[src/rtl/mem_ctrl.sv]
// Data-memory access controller: stalls the pipeline while one load/store is in flight.
// Optional watchdog abandons an unacknowledged access; enable with `define MEM_CTRL_TIMEOUT_EN.
module mem_ctrl #(
  parameter int TIMEOUT_CYCLES = 16
) (
  input  logic        clk,
  input  logic        rst_n,
  input  logic        op_ld_or_ldr,
  input  logic        op_st,
  input  logic [31:0] addr,
  input  logic [31:0] wdata,
  output logic        stall,
  output logic        mem_req,
  output logic        mem_we,
  output logic [31:0] mem_addr,
  output logic [31:0] mem_wdata,
  input  logic        mem_ack,
  input  logic [31:0] mem_rdata,
  output logic [31:0] rdata,
  output logic        rdata_valid,
  output logic        timeout_err
);

  if (TIMEOUT_CYCLES < 2 || TIMEOUT_CYCLES > 255) begin : g_param_check
    $error("mem_ctrl: TIMEOUT_CYCLES must be in 2..255");
  end

  typedef enum logic [1:0] {
    IDLE = 2'd0,
    BUSY = 2'd1,
    DONE = 2'd2
  } state_e;

  state_e      state_q, state_d;
  logic        mem_we_q, mem_we_d;
  logic [31:0] mem_addr_q, mem_addr_d;
  logic [31:0] mem_wdata_q, mem_wdata_d;
  logic [31:0] rdata_q, rdata_d;
  logic        rdata_valid_q, rdata_valid_d;

`ifdef MEM_CTRL_TIMEOUT_EN
  localparam logic [7:0] TO_LIMIT = 8'(TIMEOUT_CYCLES - 1);
  logic [7:0] cnt_q, cnt_d;
  logic       timeout_err_q, timeout_err_d;
`endif

  always_comb begin
    state_d       = state_q;
    mem_we_d      = mem_we_q;
    mem_addr_d    = mem_addr_q;
    mem_wdata_d   = mem_wdata_q;
    rdata_d       = rdata_q;
    rdata_valid_d = 1'b0;
`ifdef MEM_CTRL_TIMEOUT_EN
    cnt_d         = cnt_q;
    timeout_err_d = 1'b0;
`endif
    case (state_q)
      IDLE: begin
        if (op_ld_or_ldr || op_st) begin
          state_d     = BUSY;
          mem_addr_d  = addr;
          mem_wdata_d = wdata;
          // A load wins when both op flags are raised.
          mem_we_d    = op_st && !op_ld_or_ldr;
`ifdef MEM_CTRL_TIMEOUT_EN
          cnt_d       = 8'd0;
`endif
        end
      end
      BUSY: begin
        if (mem_ack) begin
          state_d = DONE;
          if (!mem_we_q) begin
            rdata_d       = mem_rdata;
            rdata_valid_d = 1'b1;
          end
        end
`ifdef MEM_CTRL_TIMEOUT_EN
        else if (cnt_q == TO_LIMIT) begin
          state_d       = DONE;
          timeout_err_d = 1'b1;
        end else begin
          cnt_d = cnt_q + 8'd1;
        end
`endif
      end
      DONE: begin
        // Ops seen here are ignored; the pipeline re-presents them in IDLE.
        state_d = IDLE;
      end
      default: state_d = IDLE;
    endcase
  end

  always_ff @(posedge clk) begin
    if (!rst_n) begin
      state_q       <= IDLE;
      mem_we_q      <= 1'b0;
      mem_addr_q    <= 32'd0;
      mem_wdata_q   <= 32'd0;
      rdata_q       <= 32'd0;
      rdata_valid_q <= 1'b0;
`ifdef MEM_CTRL_TIMEOUT_EN
      cnt_q         <= 8'd0;
      timeout_err_q <= 1'b0;
`endif
    end else begin
      state_q       <= state_d;
      mem_we_q      <= mem_we_d;
      mem_addr_q    <= mem_addr_d;
      mem_wdata_q   <= mem_wdata_d;
      rdata_q       <= rdata_d;
      rdata_valid_q <= rdata_valid_d;
`ifdef MEM_CTRL_TIMEOUT_EN
      cnt_q         <= cnt_d;
      timeout_err_q <= timeout_err_d;
`endif
    end
  end

  // Stall covers the issue cycle and all of BUSY; DONE lets the pipeline advance once.
  assign stall       = ((state_q == IDLE) && (op_ld_or_ldr || op_st)) || (state_q == BUSY);
  assign mem_req     = (state_q == BUSY);
  assign mem_we      = mem_we_q;
  assign mem_addr    = mem_addr_q;
  assign mem_wdata   = mem_wdata_q;
  assign rdata       = rdata_q;
  assign rdata_valid = rdata_valid_q;
`ifdef MEM_CTRL_TIMEOUT_EN
  assign timeout_err = timeout_err_q;
`else
  assign timeout_err = 1'b0;
`endif

endmodule

[config.mk]
export PLATFORM = sky130hd
export DESIGN_NAME = mem_ctrl
export DESIGN_NICKNAME = d
export VERILOG_FILES = /design/src/rtl/mem_ctrl.sv
export SDC_FILE = /design/constraint.sdc
export NUM_CORES = 1
export LEC_CHECK = 0
export ABC_AREA = 1
export CAP_MARGIN = 20
export CORE_MARGIN = 1
export CORE_UTILIZATION = 25
export DETAILED_ROUTE_END_ITERATION = 16
export PLACE_DENSITY = 0.53
export SYNTH_ARGS = -nofsm -noshare
export SYNTH_HDL_FRONTEND = slang
export SYNTH_SLANG_ARGS = --single-unit
[constraint.sdc]
create_clock -name clk -period 1.55 [get_ports clk]
set_input_delay 0.31 -clock clk [delete_from_list [all_inputs] [get_ports clk]]
set_output_delay 0.31 -clock clk [all_outputs]
set_load 0.01 [all_outputs]
==> metrics.cfg, run 1 <==
[global_routing]
grt.overflow.total=0
antenna_found_initial=0
grt_util_all_layers=0.141
grt_pass1_vias=4095
grt_pass1_wl_mm=20.4
grt_max_degree=131

[worst_setup_path]
critPathMaxFanout=2
rrSetupSlack_ns=0.11
path_class=in -> out
reg2reg_depth=5
r2r-end=mem_wdata[7]$_SDFFE_PN0P_
crit_arrival_ns=1.16
startpoint_type=primary input
r2r_start=state_q[1]$_SDFFE_PN0P_
cp.required_ns=1.24
crit_start=op_ld_or_ldr
critPathCaptureType=primary output

[routing]
drcViolationCount=0
post_drt_via_cell_ratio=4.35
drtIter0Drc=150
first_pass_iters=4
drt-wirelength-per-cell_um=12.8
wl_mm=12.8
ant_nets=0
vias=4328

[timing]
setup_violations=0
timing.hold.ws_ns=0.254
setup_tns_ns=0
worstMarginPinSlew_ns=0.625
post-route-period-util=0.951
fin_crit_ns=1.47
finalHoldViolations=0
skew_ns=0.00369
rsz0062_at_grt=false
max_freq_mhz=678
slew-limit-headroom=0.583
timing.final.max_slew_violations=0

[floorplan]
dieArea_um2=18000
start_util=0.260
rows=47
die_height_um=134
coreArea_um2=16800
io_pins=202
die_width_um=134

[cells_and_area]
fin_util=0.407
layout-drive-gt1-share=0.0723
fin_cells=995
final_common_cell=nor2_1
final_cell_mix=nor2_1 (119), nand2_1 (102), clkdlybuf4s50_1 (98), dfxtp_1 (98), dlygate4sd2_1 (78)
num-nets-final=871
area_delta_synth_final_pct=56.5
n_antenna_cell=0

[synth]
seq_area_frac_synth=0.458
synth_nets=691
yosys.area_share.simple=0.364
synth_cell_types=18
syn_area_per_cell_um2=7.41
synth_top_family_by_area=simple AND/OR/NAND/NOR gates
synth_cells=590
muxShareOfSynthArea=0
ys_seq_elements=100
synth_area_um2=4370
synth_xor_area_frac=0
synth_compound_area_frac=0.0755
yosys_warnings=0
yosys.area_share.adder=0

[min_path]
whs_path_depth=3
hold_end=mem_we$_SDFFE_PN0P_
hold_start=op_st
holdCritPathClass=in -> reg

[flow_run]
drv_cap=0

[cts]
cts_sinks=100
clkLatencyLatePin_ns=0.34
clock_path_buffers=2
cts_root_buf=clkbuf_16
clkTransAtPathRegs_ns=0.07
cts_tree=built
cts_buffers=9
hold_buffers=0
h-tree-depth=3

[place]
place_congestion=0.778
post-dp-hpwl_mm=8.83
dp_cells=979
io_buffers=200

[power_and_ir_drop]
powerDensity_nw_per_um2=1000
finalPower_mw=6.87
vdd_drop_max_mv=0.554
p_leak_nw=3.51

[status]
run_status=finished clean

## state kept, by name (all words and copies together), names as in the netlist
register     flops
rdata           32
mem_wdata       32
mem_we           1
mem_addr        32
state_q          2
rdata_valid      1
## synthesized netlist by cell type
master,n,area [um2]
nor2_1,120,450
nand2_1,103,387
dfxtp_1,100,2000
a21oi_1,66,330
nand3b_1,64,480
inv_1,36,135
nand3_1,32,160
buf_2,21,105
buf_4,10,75.1
nor2_2,10,62.6
buf_6,7,78.8
clkbuf_1,6,22.5
buf_1,5,18.8
inv_2,3,11.3
nor2_4,3,33.8
nor3_1,2,10.0
conb_1,1,3.75
nand2_2,1,6.26
## where the power goes
group | switching (mW) | leakage (nW) | internal, mW | total, mW
Sequential | 0.128 | 0.828 | 2.82 | 2.95
Clock | 0.979 | 0.146 | 1.30 | 2.28
Combinational | 0.809 | 2.53 | 0.830 | 1.64
Total | 1.92 | 3.51 | 4.96 | 6.87
## critical path: stages
cell             delay, ns
clkdlybuf4s50_1       0.48
inv_1                 0.07
nand2_4               0.06
nand2_1               0.06
nand2_1               0.06
buf_2                 0.12
## logic make-up after synthesis
group / after synthesis
buf+inv: 88
flops: 100
compound gates: 66
other cells: 1
simple gates: 335
## final cells by class
| cell class | instances | area (um2) |
|---|---|---|
| fillers | 1765 | 9970 |
| repair buffers | 218 | 2180 |
| flip-flops and latches | 100 | 2000 |
| multi-input cells | 402 | 1930 |
| well taps | 220 | 275 |
| clock buffers | 11 | 243 |
| inverters | 39 | 146 |
| clock inverters | 5 | 60.1 |
## worst max-delay path by stage
stage | end | slack, ns | cells after the start
after detailed placement | stall | -0.36 | 6
after floorplan | stall | 0.31 | 5
after global placement | stall | -0.33 | 6
final | stall | 0.08 | 6
after CTS | mem_wdata[7] | 0.00006 | 1
after global routing | mem_wdata[1]$_SDFFE_PN0P_ | 0.007 | 5
## stage by stage
| stage | instance area, um2 | setup slack [ns] |
|---|---|---|
| floorplan | 4370 | 0.308 |
| global placement | 6580 | -0.331 |
| detailed placement | 6580 | -0.358 |
| CTS | 6780 | 0.0000575 |
| global route | 6850 | 0.00658 |
| finish | 6850 | 0.0760 |
## what timing repair did
item	CTS	global route
buffers inserted	0	0
resized for setup	84	23
gates cloned	0	0
setup endpoints to repair	79	24
## metal layers
metal | up-vias | track usage | wire length, um
met1 | 1958 | 0.172 | 5770
met2 | 134 | 0.237 | 5890
li1 | 2226 | - | -
met3 | 10 | 0.0446 | 956
met4 | 0 | 0.0443 | 173
met5 | - | 0 | 0
(Power assumes the default switching activity.)
==> run 2, diff against run 1 <==
- clock period: 1.55 -> 1.7 ns (I/O delays scaled with it)
==> run 2 against run 1 <==
Effect of this change:
- utilization stayed put
- final cell count down 0.80%
- sequential cell count unchanged
- register-to-register slack improved by 0.17 ns
- via count shrank 1.6%
- clock power is 4% lower
- sequential power is 8.5% lower
- cell area unchanged
- largest power group unchanged
==> metrics.cfg, run 2 (synthesis results as in run 1) <==
[cells_and_area]
layout-drive-gt1-share=0.0639  ; -0.00837
num-nets-final=865  ; -0.69%
final_common_cell=clkdlybuf4s50_1
final_cell_mix=clkdlybuf4s50_1 (197), nor2_1 (119), nand2_1 (102)
n_antenna_cell=0  ; unchanged
fill_cells=1753  ; -0.68%
area_delta_synth_final_pct=56.5  ; unchanged
multiInputGateArea_um2=1930  ; unchanged
seq_area_um2=2000  ; unchanged

[cts]
clock_path_buffers=2  ; unchanged
cts_tree=built
hold_buffers=0  ; unchanged
clkTransAtPathRegs_ns=0.07  ; about the same
cts_root_buf=clkbuf_16
h-tree-depth=3  ; unchanged
cts_sinks=100  ; unchanged
cts_buffers=9  ; unchanged
cts_setup_buffers=0  ; unchanged
clkLatencyLatePin_ns=0.34  ; about the same

[floorplan]
io_pins=202  ; unchanged
rows=47  ; unchanged
die_height_um=134  ; unchanged
die_width_um=134  ; unchanged
dieArea_um2=18000  ; unchanged
coreArea_um2=16800  ; unchanged
start_util=0.260  ; unchanged

[worst_setup_path]
crit_buf_inv=1  ; -2
startpoint_type=flip-flop
crit_family=buffers and inverters
cp_slowest_cell=clkdlybuf4s50_1
critPathMaxFanout=2  ; unchanged
crit_arrival_ns=1.27  ; +0.11 ns
critPathCaptureType=primary output
path_cells=clkdlybuf4s50_1
cp.required_ns=1.36  ; +0.12 ns
path_class=reg -> out
max_stage_delay_ns=0.57  ; +0.09 ns

[timing]
setup_tns_ns=0  ; unchanged
max_freq_mhz=622
timing.final.max_slew_violations=0  ; unchanged
fin_crit_ns=1.61
setup_violations=0  ; unchanged
setup_slack_ns=0.0910  ; +0.0150 ns
post-route-period-util=0.946
slew-limit-headroom=0.624  ; +0.0412
rsz0062_at_grt=false
worstMarginPinSlew_ns=0.563  ; -0.0618 ns
skew_ns=0.00458  ; +0.000887 ns
finalHoldViolations=0  ; unchanged

[global_routing]
grt_pass1_vias=4049  ; -1.1%
grt_pass1_wl_mm=20.6  ; +0.74%
antenna_found_initial=0  ; unchanged
grt.overflow.total=0  ; unchanged
grt_util_all_layers=0.142  ; +0.000980
grt_max_degree=131  ; unchanged

[power_and_ir_drop]
powerDensity_nw_per_um2=949  ; -5.5%
p_leak_nw=2.88  ; -18%
vdd_drop_max_mv=0.515  ; -7.2%

[place]
io_buffers=200  ; unchanged
place_congestion=0.741  ; -4.7%
post-dp-hpwl_mm=8.53  ; -3.4%
dpl_worst_slack_ns=-0.243  ; +0.116 ns

[routing]
post_drt_via_cell_ratio=4.31  ; -0.82%
drt-wirelength-per-cell_um=12.9  ; +0.64%
drtIter0Drc=186  ; +24%
first_pass_iters=4  ; unchanged
wl_mm=12.8  ; -0.17%
ant_nets=0  ; unchanged
drcViolationCount=0  ; unchanged
vias=4258  ; -1.6%

[min_path]
holdCritPathClass=in -> reg

[flow_run]
drv_cap=0  ; unchanged

[status]
run_status=finished clean

==> run 2: cell types whose count changed in the layout (fill, tap and decap cells not counted), sizes merged <==
cell           delta
dlygate4sd2      -77
clkdlybuf4s50    +99
clkinvlp          +1
inv               -1
dlymetal6s2s     -22
buf               -7
bufinv            +1
clkinv            -2
==> run 2: what timing repair did <==
action / in CTS / in global routing
setup endpoints to repair: 2 / 2
gates resized for setup: 2 / 4
cloned: 0 / 0
==> run 2: power by group <==
part	total (mW)	leakage [nW]	internal [mW]	switching, mW
logic	1.61	1.90	0.876	0.736
registers	2.70	0.828	2.57	0.126
clock network	2.18	0.147	1.31	0.868
total	6.49	2.88	4.76	1.73
==> run 2: area by class of cell <==
cell class	instances	area share
sequential	100	0.293
tap	220	0.0402
multi-input combinational	402	0.283
inverter	39	0.0214
timing repair buffer	212	0.317
clock buffer	10	0.0349
clock inverter	4	0.0110
==> run 2: per-layer routing <==
layer  up-vias  track usage  wire (um)
met5         -            0          0
met4         0       0.0424        125
met3         8       0.0488       1030
met2       130        0.229       5830
met1      1913        0.179       5780
li1       2207            -          -
==> run 2: path summary, 6_finish.rpt <==
| check | from | to | slack (ns) | cells past startpoint |
|---|---|---|---|---|
| worst max-delay path | rdata[3]$_SDFFE_PN0P_ | rdata[3] | 0.09 | 1 |
| worst min-delay path | rst_n | rdata[21]$_SDFFE_PN0P_ | 0.34 | 3 |
| worst max register to register | state_q[1]$_SDFFE_PN0P_ | mem_wdata[7]$_SDFFE_PN0P_ | 0.28 | 5 |
| worst min register to register | mem_addr[23]$_SDFFE_PN0P_ | mem_addr[23]$_SDFFE_PN0P_ | 0.48 | 2 |
==> run 2: stage by stage <==
| stage | std cells | utilization | total power [mW] | cell area [um2] | hold WS (ns) |
|---|---|---|---|---|---|
| floorplan | 590 | - | 3.56 | 4370 | 0.472 |
| global placement | 973 | 0.389 | 4.36 | 6540 | 0.460 |
| detailed placement | 973 | 0.389 | 4.39 | 6540 | 0.470 |
| CTS | 987 | 0.407 | 6.61 | 6850 | 0.322 |
| global route | 987 | 0.407 | 6.88 | 6850 | 0.334 |
| finish | 987 | 0.407 | 6.49 | 6850 | 0.339 |
